[config.mk]
export PLATFORM = sky130hd
export DESIGN_NAME = dspm_init_engine
export DESIGN_NICKNAME = d
export VERILOG_FILES = /design/src/rtl/std_cache_pkg.sv /design/src/rtl/dspm_init_engine.sv
export SDC_FILE = /design/constraint.sdc
export NUM_CORES = 1
export LEC_CHECK = 0
export CORE_ASPECT_RATIO = 1.2
export CORE_MARGIN = 2
export CORE_UTILIZATION = 40
export CTS_BUF_LIST = sky130_fd_sc_hd__clkbuf_16
export CTS_CLUSTER_SIZE = 25
export DETAILED_ROUTE_END_ITERATION = 16
export HOLD_SLACK_MARGIN = 0.12
export PLACE_DENSITY = 0.76
export SYNTH_ARGS = -nofsm -noshare
export SYNTH_HDL_FRONTEND = slang
export SYNTH_SLANG_ARGS = --single-unit
[constraint.sdc]
create_clock -name clk_i -period 2.6 [get_ports clk_i]
set_clock_uncertainty 0.1 [all_clocks]
set_input_delay 0.65 -clock clk_i [delete_from_list [all_inputs] [get_ports clk_i]]
set_output_delay 0.65 -clock clk_i [all_outputs]
set_load 0.1 [all_outputs]
[src/rtl/std_cache_pkg.sv]
// Shared cache/SPM types: request/response ports, the init engine's
// command opcode and status record, and the BADCABLE filler word that the
// SPM controller returns for ways that are not configured as scratchpad.
package std_cache_pkg;

   // Geometry of the data-cache request port.
   localparam int unsigned DCACHE_INDEX_WIDTH = 12;
   localparam int unsigned DCACHE_TAG_WIDTH   = 20;

   // Word counters in the status record cover every 64-bit word of a way.
   localparam int unsigned DSPM_CNT_WIDTH = DCACHE_INDEX_WIDTH - 2;

   // Read data returned by the SPM controller for an inactive way.
   localparam logic [63:0] DSPM_BADCABLE = 64'hCA11_AB1E_BADC_AB1E;

   // Full-word request encoding: 8 bytes, all lanes enabled.
   localparam logic [7:0] DSPM_BE_ALL    = 8'hFF;
   localparam logic [1:0] DSPM_SIZE_WORD = 2'b11;

   typedef enum logic {
      OP_FILL  = 1'b0,   // write pattern into the way
      OP_CHECK = 1'b1    // read back and compare against pattern
   } dspm_op_e;

   typedef enum logic [1:0] {
      DSPM_IDLE = 2'd0,
      DSPM_REQ  = 2'd1,
      DSPM_DONE = 2'd2
   } dspm_state_e;

   // Requester -> SPM controller.
   typedef struct packed {
      logic [DCACHE_INDEX_WIDTH-1:0] address_index;
      logic [DCACHE_TAG_WIDTH-1:0]   address_tag;
      logic [63:0]                   data_wdata;
      logic                          data_req;
      logic                          data_we;
      logic [7:0]                    data_be;
      logic [1:0]                    data_size;
      logic                          kill_req;
      logic                          tag_valid;
   } dcache_req_i_t;

   // SPM controller -> requester.
   typedef struct packed {
      logic        data_gnt;
      logic        data_rvalid;
      logic [63:0] data_rdata;
   } dcache_req_o_t;

   // Result of one command, held from done until the next command is taken.
   typedef struct packed {
      logic                      aborted;
      logic                      timeout;
      logic [DSPM_CNT_WIDTH-1:0] mismatch_cnt;
      logic [DSPM_CNT_WIDTH-1:0] first_mismatch_idx;
   } dspm_status_t;

   // Data word that follows `data` in a sequence (64-bit wrapping).
   function automatic logic [63:0] dspm_next_data(input logic [63:0] data,
                                                  input logic        incr);
      return data + {63'd0, incr};
   endfunction

endpackage

[src/rtl/dspm_init_engine.sv]
// Scratchpad initialisation engine. Takes one command at a time and walks
// len consecutive 64-bit words of one SPM way, either writing a (possibly
// incrementing) pattern or reading each word back and counting mismatches.
// One request is outstanding at a time; each word is bounded by a wait
// timeout and the walk can be aborted after the word in flight.
module dspm_init_engine
   import std_cache_pkg::*;
#(
   parameter int unsigned  NR_WAYS        = 4,
   parameter int unsigned  IDX_WIDTH      = 12,
   parameter int unsigned  TIMEOUT_CYCLES = 64,
   localparam int unsigned WAY_WIDTH      = (NR_WAYS > 1) ? $clog2(NR_WAYS) : 1,
   localparam int unsigned LEN_WIDTH      = IDX_WIDTH - 2
) (
   input  logic                 clk_i,
   input  logic                 rst_ni,
   // command
   input  logic                 cmd_valid_i,
   output logic                 cmd_ready_o,
   input  dspm_op_e             cmd_op_i,
   input  logic [WAY_WIDTH-1:0] cmd_way_i,
   input  logic [IDX_WIDTH-1:0] cmd_index_i,
   input  logic [LEN_WIDTH-1:0] cmd_len_i,
   input  logic [63:0]          cmd_pattern_i,
   input  logic                 cmd_incr_i,
   input  logic                 abort_i,
   // SPM port
   output dcache_req_i_t        spm_req_o,
   input  dcache_req_o_t        spm_rsp_i,
   // completion
   output logic                 done_o,
   output dspm_status_t         status_o
);

   localparam int unsigned WAIT_WIDTH = $clog2(TIMEOUT_CYCLES + 1);

   dspm_state_e            state_q;
   dspm_op_e               op_q;
   logic [WAY_WIDTH-1:0]   way_q;
   logic [IDX_WIDTH-1:0]   addr_q;      // address of the word in flight
   logic [63:0]            data_q;      // write / compare value of that word
   logic                   incr_q;
   logic [LEN_WIDTH-1:0]   len_q;
   logic [LEN_WIDTH-1:0]   word_cnt_q;  // offset of the word in flight
   logic [WAIT_WIDTH-1:0]  wait_cnt_q;  // cycles spent waiting on it
   logic                   abort_q;
   dspm_status_t           status_q;

   logic complete;
   logic last_word;
   logic abort_pending;
   logic wait_expired;
   logic rd_mismatch;

   // Writes finish on grant, reads on rvalid; the other response bit is noise.
   assign complete = (state_q == DSPM_REQ) &&
                     ((op_q == OP_FILL) ? spm_rsp_i.data_gnt : spm_rsp_i.data_rvalid);

   assign last_word     = ((word_cnt_q + LEN_WIDTH'(1)) == len_q);
   assign abort_pending = abort_q | abort_i;
   assign wait_expired  = (wait_cnt_q == WAIT_WIDTH'(TIMEOUT_CYCLES - 1));

   // Plain inequality is enough for BADCABLE: the filler is a mismatch
   // unless the expected pattern happens to be that very value.
   assign rd_mismatch = (op_q == OP_CHECK) && (spm_rsp_i.data_rdata != data_q);

   // Command sequencer: accept, walk the words, report.
   // NOTE: every register here is updated with <= so all of them see the
   // pre-edge values of each other, whatever order the statements are in.
   always_ff @(posedge clk_i or negedge rst_ni) begin
      if (!rst_ni) begin
         state_q    <= DSPM_IDLE;
         op_q       <= OP_FILL;
         way_q      <= '0;
         addr_q     <= '0;
         data_q     <= '0;
         incr_q     <= 1'b0;
         len_q      <= '0;
         word_cnt_q <= '0;
         wait_cnt_q <= '0;
         abort_q    <= 1'b0;
         status_q   <= '0;
      end else begin
         case (state_q)
            DSPM_IDLE: begin
               if (cmd_valid_i) begin
                  op_q       <= cmd_op_i;
                  way_q      <= cmd_way_i;
                  addr_q     <= cmd_index_i & ~IDX_WIDTH'(7);
                  data_q     <= cmd_pattern_i;
                  incr_q     <= cmd_incr_i;
                  len_q      <= cmd_len_i;
                  word_cnt_q <= '0;
                  wait_cnt_q <= '0;
                  abort_q    <= 1'b0;
                  status_q   <= '0;
                  state_q    <= (cmd_len_i == '0) ? DSPM_DONE : DSPM_REQ;
               end
            end

            DSPM_REQ: begin
               abort_q <= abort_pending;
               if (complete) begin
                  wait_cnt_q <= '0;
                  word_cnt_q <= word_cnt_q + LEN_WIDTH'(1);
                  addr_q     <= addr_q + IDX_WIDTH'(8);
                  data_q     <= dspm_next_data(data_q, incr_q);
                  if (rd_mismatch) begin
                     status_q.mismatch_cnt <= status_q.mismatch_cnt + DSPM_CNT_WIDTH'(1);
                     if (status_q.mismatch_cnt == '0) begin
                        status_q.first_mismatch_idx <= DSPM_CNT_WIDTH'(word_cnt_q);
                     end
                  end
                  // Finishing the last word wins over a pending abort.
                  if (last_word) begin
                     state_q <= DSPM_DONE;
                  end else if (abort_pending) begin
                     status_q.aborted <= 1'b1;
                     state_q          <= DSPM_DONE;
                  end
               end else if (wait_expired) begin
                  status_q.timeout <= 1'b1;
                  state_q          <= DSPM_DONE;
               end else begin
                  wait_cnt_q <= wait_cnt_q + WAIT_WIDTH'(1);
               end
            end

            DSPM_DONE: begin
               state_q <= DSPM_IDLE;
            end

            default: begin
               state_q <= DSPM_IDLE;
            end
         endcase
      end
   end

   // Request port is a pure decode of registered state, so it falls with
   // the asynchronous reset and never glitches between words.
   always_comb begin
      spm_req_o               = '0;
      spm_req_o.address_index = DCACHE_INDEX_WIDTH'(addr_q);
      spm_req_o.address_tag   = DCACHE_TAG_WIDTH'(way_q);
      spm_req_o.data_wdata    = data_q;
      spm_req_o.data_req      = (state_q == DSPM_REQ);
      spm_req_o.data_we       = (op_q == OP_FILL);
      spm_req_o.data_be       = DSPM_BE_ALL;
      spm_req_o.data_size     = DSPM_SIZE_WORD;
      spm_req_o.kill_req      = 1'b0;
      spm_req_o.tag_valid     = 1'b0;
   end

   assign cmd_ready_o = (state_q == DSPM_IDLE);
   assign done_o      = (state_q == DSPM_DONE);
   assign status_o    = status_q;

endmodule
* Yosys cells after proc, flatten, opt, wreduce, memory -nomap -nowiden
Index checks and enable logic that the tools add are counted.
** Cells by class
- $add $sub $neg :: 5
- Eq/ne operators :: 16
- Muxes and demuxes :: 33
- Bitwise operators :: 2
- Reductions and logical operators :: 15
** Operator list (count)
- $mux 64 :: 2
- $pmux 64 s2 :: 1
- $add 64x1->64 :: 1
- $ne 64x64->1 :: 1
- $pmux 22 s2 :: 1
- $mux 20 :: 2
- $mux 10 :: 3
- $mux 12 :: 2
- $pmux 12 s2 :: 1
- $mux 22 :: 1
- $mux 7 :: 3
- $add 10x1->10 const B :: 2
- $logic_not 10->1 :: 2
- $pmux 10 s2 :: 1
- $pmux 7 s2 :: 1
- $add 12x4->12 const B :: 1
- $mux 2 :: 6
- $eq 10x10->1 :: 1
- $ne 2x1->1 const B :: 5
- $reduce_and 5->1 :: 2
- $reduce_and 3->1 :: 3
- $reduce_and 4->1 :: 2
- $add 7x1->7 const B :: 1
- $eq 7x6->1 const B :: 1
- other kinds (15) :: 25
** Word-level totals
- Bits in registers :: 132
- Input bits :: 160
- Output and inout bits :: 134
- Logic and storage cells :: 85

* Logic depth before layout (Yosys ltp)
Gate-level depths: netlist of the first run.
- Word-level depth :: 5
- Gate-level depth with buffers :: 10
- Depth with buffers taken out :: 8

* Worst setup path before layout of the first run
OpenSTA, ideal clock, no wires.
- Path kind :: flip-flop to flip-flop
- Start :: register data_q[0]
- End :: register data_q[48]
- Setup time :: 0.137 ns
- Arrival time :: 3.080 ns
- Data required time :: 2.363 ns
- Setup slack :: -0.717 ns
- Cell stages (with the launch flop) :: 11
- Buffers on the path :: 2
- Period minus slack after synthesis :: 3.317 ns
- Cell sequence :: dfrtp_1 > ha_1 > ha_1 > and4_1 > clkbuf_1 > nand4_1 > or4b_4 > buf_6 > or3_1 > o21ai_1 > a21oi_1
** On the way
- Longest elaborated chain between the ends :: 3
** Ends and longest elaborated chain
- start, declared :: RTL line dspm_init_engine.sv:41 : logic [63:0] data_q;
- start signal, assigned :: RTL line dspm_init_engine.sv:90 : data_q <= cmd_pattern_i;
- start signal, assigned :: RTL line dspm_init_engine.sv:107 : data_q <= dspm_next_data(data_q, incr_q);
- $add 64x1->64 :: RTL line std_cache_pkg.sv:62 : return data + {63'd0, incr};
- $mux 64 :: RTL line dspm_init_engine.sv:103 : if (complete) begin
- $pmux 64 s2 :: RTL line dspm_init_engine.sv:84 : case (state_q)
No other way between the ends. The select of a mux whose other input is x is not followed.
A chain may end at the register's enable or synchronous reset.

* Worst setup path in the final report of the first run
- Start :: register data_q[17]
- End :: register data_q[48]
The elaborated chain is that of the path after synthesis.

==> reports/results.ini, run 1 <==
[synth]
yosysTopAreaCell=dfrtp_1
synthTopCellsByArea=dfrtp_1 (39%), nand2_1 (7.5%), xor2_1 (7.4%)
ys_ff_latch=129
ys_warn_count=0
ys_seq_area_frac=0.386
syn_inst=999
synth.top_cell.area_share=0.386
ys.flop_type=dfrtp_1
syn_avg_cell_area_sq_um=8.38
synthDistinctLibCells=65
syn_area_sq_um=8370
synth_edf_count=0
synthArstFlopShare=1.00

[final_layout]
nets=1474
design_area_sq_um=12500
fillers=1781
area_growth_pct=49.2
drive_gt1_frac=0.254
post-route-util=0.612

[hold_path]
worstHoldEndpoint=way_q[1]
min_from=way_q[1]
hp-class=reg -> reg
hold_depth=2

[outcome]
outcome=finished clean

[drt]
drt-total-wl_um=32600
num_vias=9245
drt_iter0_markers=818
dr.pass1.iters=6
vias_per_cell=5.81
post-route-drc-count=0
ant_nets=0
avgRoutedWirePerCell_um=20.5

[timing]
finalWorstSetupSlack_ps=52.7
worst_pin_slew_ps=519
rsz0062_at_grt=true
hold_ws_ps=381
clock.fmax_mhz=393
hold_viol=0
layout_min_cycle_time_ps=2550
final-setup-viol-count=0
timing.final.crit_share=0.980
slew_violations=0
maxSlewHeadroom=0.652

[critical_path]
r2r_start=data_q[17]
crit_fanout=12
r2r-end=data_q[48]
cp.arrival_ps=2730
critical_path_class=reg -> reg
r2r.worst_path.cells=6
reg2reg_slack_ps=50
critical_path_required_ps=2790
cp-end-kind=flip-flop
cp-start-kind=flip-flop

[placement]
dp_slack_ps=-639
placed_cell_area_sq_um=11700
io_buffer_count=257
dp_hpwl_um=24500
gp_congestion=0.948

[cts]
root_buffer=clkbuf_16
cts_max_level=4
path_clk_slew_ps=60
clock_latency_ps=420
clock_path_buffers=2
numCtsBuffers=17
cts_tree=built
clock-sinks=129

[die]
chipWidth_um=136
coreArea_sq_um=20400
initial_core_util=0.410
die-area_sq_um=22100
io_pins=294
placementRows=57
dieHeight_um=162

[pwr]
p_clk_frac=0.134
power_frac_comb=0.632
pwr-share-seq=0.234
swShare=0.576
p_per_area_nw_per_um2=1360
ir_drop_mv=1.09
p_total_mw=16.9
switchingPower_mw=9.75
power_leakage_nw=5.30
intPower_mw=7.19

[global_route]
antenna_found_initial=5
grt_max_degree=48
grt_usage=0.289
grt_pass1_wl_um=49100
grt_pass1_vias=8986
grt_remaining_overflow=0

[flow_run]
drv_cap=0

==> cells in the final DEF (no fill, tap or decap), types with 9 or more instances in the layout <==
cell type        synthesis  routed
buf_4                   34     187
nand2_1                168     167
clkdlybuf4s50_1          0     154
xor2_1                  71      69
dfrtp_1                129      67
o21ai_0                 60      59
nor2_1                  50      46
nand3_1                 46      44
a21oi_1                 42      41
dfrtp_2                  0      40
conb_1                   2      33
nand4_1                 32      32
nor4_1                  40      28
dfrtp_4                  0      22
and3_1                  21      21
mux2i_1                 19      19
a221o_1                 19      19
inv_1                   16      18
clkbuf_16                0      18
nor3_1                  19      17
or3_1                   13      13
o31ai_1                 13      13
o211ai_1                13      13
o311ai_0                13      13
buf_12                   0      11
nor4_2                   0      10
a31oi_1                  9       9
==> power groups by stage <==
stage	Clock [mW]	Sequential (mW)	Combinational, mW
6_report	2.27	3.97	10.7
5_1_grt	2.37	4.09	11.2
4_1_cts	2.29	3.92	10.6
3_5_place_dp	0	3.95	10.5
3_3_place_gp	0	3.91	10.4
2_1_floorplan	0	7.80	3.36
==> registers in the layout (all words and copies together) (netlist names) <==
register	flops
len_q	10
state_q	2
data_q	64
status_o	22
incr_q	1
op_q	1
abort_q	1
word_cnt_q	10
way_q	2
wait_cnt_q	7
addr_q	9
==> cell families after synthesis <==
logic type / count (synthesis) / share of synthesized area
XOR/XNOR: 75 / 0.0785
multiplexers: 22 / 0.0268
other: 2 / 0.000897
buffers and inverters: 116 / 0.0688
AO/OA/AOI/OAI: 218 / 0.175
flip-flops: 129 / 0.386
AND/OR/NAND/NOR: 430 / 0.254
adder cells (fa/ha/maj): 7 / 0.0105
==> how the worst max path moves through the flow <==
stage | start | slack, ps | to
floorplan | data_q[0] | -190 | data_q[48]
global placement | spm_rsp_i[55] | -630 | status_o[8]
detailed placement | spm_rsp_i[55] | -640 | status_o[5]
CTS | spm_rsp_i[32] | 6 | status_o[14]
global route | data_q[18] | -20 | data_q[30]
finish | data_q[17] | 50 | data_q[48]
==> worst max-delay path, stage by stage, from the launching register on <==
cell and delay (ps):
dfrtp_4 480, nand3_4 90, or4_4 580, or4b_4 670
or3_1 340, o21ai_1 80, a21oi_1 80
==> per-stage QoR <==
stage	setup TNS [ps]	instances
6_report	0	1590
3_5_place_dp	-12520	1548
2_1_floorplan	-386	1030
3_3_place_gp	-12190	1548
4_1_cts	0	1583
5_1_grt	-70.3	1590
==> synth_stat cells (6+ instances only) <==
master,count
a21o_1,7
a21oi_1,42
a221o_1,19
a22oi_1,6
a31oi_1,9
and3_1,21
and4_1,6
buf_4,34
clkbuf_1,58
dfrtp_1,129
ha_1,7
inv_1,16
mux2i_1,19
nand2_1,168
nand3_1,46
nand4_1,32
nor2_1,50
nor3_1,19
nor3b_1,7
nor4_1,40
o211ai_1,13
o21ai_0,60
o311ai_0,13
o31ai_1,13
or3_1,13
or4_1,7
xor2_1,71
==> metal layers <==
metal  share of wire  GRT usage  vias to the layer above
met5               0          0                        -
met4           0.051      0.154                        0
met3           0.082     0.0548                      107
met2            0.50      0.491                      510
met1            0.37      0.343                     4413
li1                -          -                     4215
==> timing repair <==
item                                    CTS  global route
hold buffers                              1             0
gates resized for setup                   3            22
pin swaps                                 2             7
gates cloned                              0             1
buffers inserted                          2             1
endpoints found under the setup margin   20            37
hold endpoints to repair                 44             0
==> area by class of cell <==
| cell class | instances | area, sq um | area share |
|---|---|---|---|
| Antenna cell | 5 | 12.5 | 0.00100 |
| Clock buffer | 17 | 425 | 0.0341 |
| Clock inverter | 15 | 123 | 0.00982 |
| Inverter | 16 | 60.1 | 0.00481 |
| Multi-Input combinational cell | 785 | 4920 | 0.394 |
| Sequential cell | 129 | 3360 | 0.269 |
| Tap cell | 265 | 332 | 0.0266 |
| Timing Repair Buffer | 358 | 3250 | 0.260 |
No activity file was read; power rests on OpenSTA's default activity.
==> run 2: changes to the inputs <==
- CORE_MARGIN: 2 -> default
==> run 2 against run 1 <==
Net effect:
- sequential share of layout area hardly changed
- final cell count increased by 0.19%
- non-clock buffer count up 4
- clock power about the same
==> reports/results.ini, run 2 (synthesis gave the netlist of run 1 again) <==
[final_layout]
post-route-util=0.611  ; was 0.612
final_cells=1593  ; was 1590
layout_common_cells=buf_4 (193), nand2_1 (167), clkdlybuf4s50_1 (154)  ; was buf_4 (187), nand2_1 (167), clkdlybuf4s50_1 (154)
drive_gt1_frac=0.258  ; was 0.254
layout_commonest_cell=buf_4  ; unchanged
largest_register=data_q  ; unchanged
area_growth_pct=49.0  ; was 49.2%
nets=1478  ; was 1474
design_area_sq_um=12500  ; about the same
largest_reg_flops=64  ; unchanged

[timing]
layout_min_cycle_time_ps=2550  ; about the same
hold_viol=0  ; unchanged
clock.fmax_mhz=392  ; was 393 MHz
worst_pin_slew_ps=612  ; was 519 ps
final-setup-viol-count=0  ; unchanged
tns_ps=0  ; unchanged
slew_violations=0  ; unchanged
maxSlewHeadroom=0.592  ; was 0.652
hold_ws_ps=377  ; was 381 ps
finalWorstSetupSlack_ps=48.0  ; was 52.7 ps
timing.final.crit_share=0.982  ; was 0.980

[die]
initial_core_util=0.410  ; unchanged
placementRows=57  ; unchanged
dieHeight_um=160  ; was 162 um
die-area_sq_um=21500  ; was 22100 sq um
io_pins=294  ; unchanged
coreArea_sq_um=20400  ; unchanged
chipWidth_um=134  ; was 136 um

[critical_path]
critical_path_class=reg -> reg  ; unchanged
r2r-end=data_q[62]  ; was data_q[48]
reg2reg_slack_ps=50  ; about the same
r2r_start=data_q[0]  ; was data_q[17]
crit_fanout=5  ; was 12
critical_path_required_ps=2860  ; was 2790 ps
cp.arrival_ps=2810  ; was 2730 ps
cp-start-kind=flip-flop  ; unchanged
r2r.worst_path.cells=9  ; was 6
cp-end-kind=flip-flop  ; unchanged

[cts]
root_buffer=clkbuf_16  ; unchanged
numCtsBuffers=17  ; unchanged
cts_max_level=4  ; unchanged
clock_latency_ps=430  ; was 420 ps
clock-sinks=129  ; unchanged
clock_path_buffers=2  ; unchanged
path_clk_slew_ps=60  ; about the same
cts_tree=built  ; unchanged

[flow_run]
drv_cap=0  ; unchanged

[global_route]
grt_pass1_vias=8901  ; was 8986
grt_remaining_overflow=0  ; unchanged
antenna_found_initial=4  ; was 5
grt_pass1_wl_um=48700  ; was 49100 um
grt_usage=0.294  ; was 0.289
grt_max_degree=47  ; was 48

[drt]
dr.pass1.iters=5  ; was 6
vias_per_cell=5.83  ; was 5.81
post-route-drc-count=0  ; unchanged
avgRoutedWirePerCell_um=20.2  ; was 20.5 um
ant_nets=0  ; unchanged
drt_iter0_markers=743  ; was 818
drt-total-wl_um=32300  ; was 32600 um
num_vias=9295  ; was 9245

[pwr]
power_leakage_nw=5.28  ; was 5.30 nW
p_total_mw=16.9  ; about the same
p_per_area_nw_per_um2=1360  ; about the same
ir_drop_mv=1.19  ; was 1.09 mV

[placement]
placedCellCount=1549  ; was 1548
io_buffer_count=257  ; unchanged
gp_congestion=0.893  ; was 0.948
placed_cell_area_sq_um=11700  ; about the same
dp_slack_ps=-685  ; was -639 ps
dp_hpwl_um=23800  ; was 24500 um

[hold_path]
hold_depth=2  ; unchanged
worstHoldEndpoint=way_q[0]  ; was way_q[1]
hp-class=reg -> reg  ; unchanged
min_from=way_q[0]  ; was way_q[1]

[outcome]
outcome=finished clean  ; unchanged

run 2: how the worst max path moves through the flow:
stage | start | endpoint | slack [ps]
after floorplan | data_q[0] | data_q[48] | -190
after global placement | spm_rsp_i[7] | status_o[8] | -580
after detailed placement | spm_rsp_i[51] | status_o[9] | -680
after CTS | data_q[34] | data_q[62] | 9
after global routing | data_q[18] | data_q[38] | -40
final | data_q[0] | data_q[62] | 50
run 2: worst max-delay path, stage by stage (launching register included):
cell,delay (ps)
dfrtp_4,450
ha_4,160
ha_4,140
and4_1,240
nand4_1,170
or4b_4,550
buf_12,170
nor3_4,130
mux2_4,320
nand3_1,60
run 2: repair_timing:
action / CTS / global route
buffers inserted: 1 / 7
hold buffers: 1 / 0
hold endpoints to repair: 37 / 0
endpoints found under the setup margin: 11 / 30
pin swaps: 1 / 7
resized for setup: 1 / 21
run 2: metal layers:
layer / global-route usage / vias to the layer above / share of wire
li1: - / 4227 / -
met1: 0.358 / 4475 / 0.38
met2: 0.498 / 493 / 0.50
met3: 0.0537 / 100 / 0.077
met4: 0.144 / 0 / 0.046
met5: 0 / - / 0
run 2: area by class of cell:
| cell class | count | area, sq um |
|---|---|---|
| fillers | 1760 | 7930 |
| multi-input cells | 785 | 4920 |
| flip-flops and latches | 129 | 3360 |
| repair buffers | 362 | 3240 |
| clock buffers | 17 | 425 |
| well taps | 265 | 332 |
| clock inverters | 15 | 123 |
| inverters | 16 | 60.1 |
| diodes | 4 | 10.0 |
run 2: report_power, final:
part,total [mW],leakage (nW),switching [mW],internal (mW)
clock network,2.27,0.269,1.03,1.24
logic,10.6,3.44,7.68,2.96
registers,4.03,1.57,1.13,2.89
total,16.9,5.28,9.84,7.10
==> run 3: changes to the inputs <==
- PLACE_DENSITY: 0.76 -> 0.75
==> run 3 against run 2 <==
Net effect:
- design area decreased by 0.90%
- total power decreased by 0.57%
- register-to-register slack got worse by 20 ps
- sequential share of layout area increased by 0.25 points
- critical endpoint is now status_o[11]
- combinational power is essentially flat
- core utilization decreased by 0.55 points
- hold slack improved by 8.4 ps
- fmax fell by 0.95%
- wire length decreased by 1.5%
- largest cell class unchanged
- clock power shrank 4%
- worst setup slack lost 24 ps
==> reports/results.ini, run 3 (synthesis gave the netlist of run 1 again) <==
[outcome]
outcome=finished clean  ; unchanged

[hold_path]
hp-class=reg -> reg  ; unchanged

[timing]
worst_pin_slew_ps=578  ; was 612 ps
final-setup-viol-count=0  ; unchanged
maxSlewHeadroom=0.615  ; was 0.592
layout_min_cycle_time_ps=2580  ; was 2550 ps
clock.fmax_mhz=388  ; was 392 MHz
rsz0062_at_grt=true
tns_ps=0  ; unchanged
slew_violations=0  ; unchanged
hold_viol=0  ; unchanged
timing.final.crit_share=0.991  ; was 0.982

[global_route]
grt_pass1_vias=8823  ; was 8901
grt_remaining_overflow=0  ; unchanged
grt_max_degree=51  ; was 47
grt_usage=0.295  ; was 0.294
antenna_found_initial=1  ; was 4
grt_pass1_wl_um=48800  ; was 48700 um

[final_layout]
largest_register=data_q  ; unchanged
layout_common_cells=buf_4 (172), nand2_1 (167), clkdlybuf4s50_1 (153)  ; was buf_4 (193), nand2_1 (167), clkdlybuf4s50_1 (154)
layout_commonest_cell=buf_4  ; unchanged
nets=1461  ; was 1478
design_area_sq_um=12400  ; was 12500 sq um
post-route-util=0.606  ; was 0.611
fillers=1777  ; was 1760
area_growth_pct=47.6  ; was 49.0%
largest_reg_flops=64  ; unchanged
drive_gt1_frac=0.245  ; was 0.258

[cts]
root_buffer=clkbuf_16  ; unchanged
clock-sinks=129  ; unchanged
clock_latency_ps=430  ; about the same
cts_tree=built  ; unchanged
path_clk_slew_ps=60  ; about the same
numCtsBuffers=17  ; unchanged
clock_path_buffers=2  ; unchanged
cts_max_level=4  ; unchanged

[pwr]
power_leakage_nw=5.19  ; was 5.28 nW
p_total_mw=16.8  ; was 16.9 mW
p_per_area_nw_per_um2=1360  ; about the same
ir_drop_mv=1.16  ; was 1.19 mV

[drt]
drt_iter0_markers=746  ; was 743
dr.pass1.iters=6  ; was 5
drt-total-wl_um=31800  ; was 32300 um
num_vias=9216  ; was 9295
avgRoutedWirePerCell_um=20.2  ; about the same
post-route-drc-count=0  ; unchanged
ant_nets=0  ; unchanged
vias_per_cell=5.86  ; was 5.83

[die]
chipWidth_um=134  ; unchanged
io_pins=294  ; unchanged
initial_core_util=0.410  ; unchanged
placementRows=57  ; unchanged
die-area_sq_um=21500  ; unchanged
coreArea_sq_um=20400  ; unchanged
dieHeight_um=160  ; unchanged

[critical_path]
crit_chain=clkdlybuf4s50_1 -> xor2_2 -> buf_4 -> nor4_4 -> nand4_1 -> nor4_4 -> buf_4 -> nor2_1 -> mux2_2  ; was ha_4 -> ha_4 -> and4_1 -> nand4_1 -> or4b_4 -> buf_12 -> nor3_4 -> mux2_4 -> nand3_1
cp-end-kind=flip-flop  ; unchanged
slowest_stage=clkdlybuf4s50_1  ; was or4b_4
critical_path_required_ps=2810  ; was 2860 ps
crit_fanout=3  ; was 5
reg2reg_slack_ps=30  ; was 50 ps
critical_path_class=in -> reg  ; was reg -> reg
slowest_delay_ps=450  ; was 550 ps
cp-start-kind=primary input  ; was flip-flop
cp.arrival_ps=2790  ; was 2810 ps

[placement]
placed_cell_area_sq_um=11700  ; about the same
gp_congestion=0.925  ; was 0.893
dp_hpwl_um=23600  ; was 23800 um
io_buffer_count=257  ; unchanged

[flow_run]
drv_cap=0  ; unchanged

-- run 3: changes by cell type in the layout (fill, tap and decap cells not counted), moves of 2 or more --
cell	change
clkinvlp_4	+5
inv_6	-4
clkinv_1	+4
inv_8	-2
diode_2	-3
clkinv_4	-2
nor4_1	+2
nor4_2	-2
buf_12	+5
buf_4	-21
-- run 3: routing by layer --
metal	part of all wire	up-vias	GRT usage	routed length, um
li1	-	4192	-	-
met1	0.39	4484	0.363	12400
met2	0.50	458	0.496	15900
met3	0.071	82	0.0540	2260
met4	0.039	0	0.142	1230
met5	0	-	0	0
-- run 3: path summary, 6_finish.rpt --
| check | start | end | depth (start not counted) |
|---|---|---|---|
| setup reg to reg | data_q[0] | data_q[58] | 8 |
| hold / removal | way_q[1] | way_q[1] | 2 |
| max in group asynchronous | rst_ni | data_q[56] | 3 |
| hold reg to reg | way_q[1] | way_q[1] | 2 |
| setup / recovery | spm_rsp_i[51] | status_o[11] | 9 |
| min in group asynchronous | rst_ni | status_o[6] | 2 |
-- run 3: final cells by class --
type	instances	area (sq um)	share of cell area
Timing Repair Buffer	345	3180	0.257
Clock inverter	15	95.1	0.00770
Antenna cell	1	2.50	0.000203
Tap cell	265	332	0.0268
Multi-Input combinational cell	785	4900	0.397
Clock buffer	17	425	0.0344
Sequential cell	129	3360	0.272
Inverter	16	60.1	0.00486
-- run 3: power by group --
part           internal (mW)  switching, mW  total [mW]
sequential              2.90           1.24        4.14
combinational           2.96           7.57        10.5
clock                   1.20          0.974        2.18
total                   7.06           9.78        16.8
-- run 3: repair_timing --
| item | 4_1_cts | 5_1_grt |
|---|---|---|
| cloned | 0 | 0 |
| setup endpoints to repair | 20 | 33 |
| hold buffers | 1 | 0 |
| pin swaps | 4 | 13 |
| gates resized for setup | 10 | 13 |
| setup buffers | 0 | 5 |
| endpoints found under the hold margin | 22 | 0 |
-- run 3: through the flow --
stage          cells  worst slack, ps  hold WS [ps]
2_1_floorplan   1030             -191           254
3_3_place_gp    1534             -680           364
3_5_place_dp    1534             -687           368
4_1_cts         1567            0.320           383
5_1_grt         1573            -39.8           408
6_report        1573             23.5           385
-- run 3: critical path: cells and delay by family --
family / cells / cell delay [ps]
AND/OR/NAND/NOR: 4 / 870
multiplexers: 1 / 280
buffers and inverters: 3 / 810
XOR/XNOR: 1 / 190
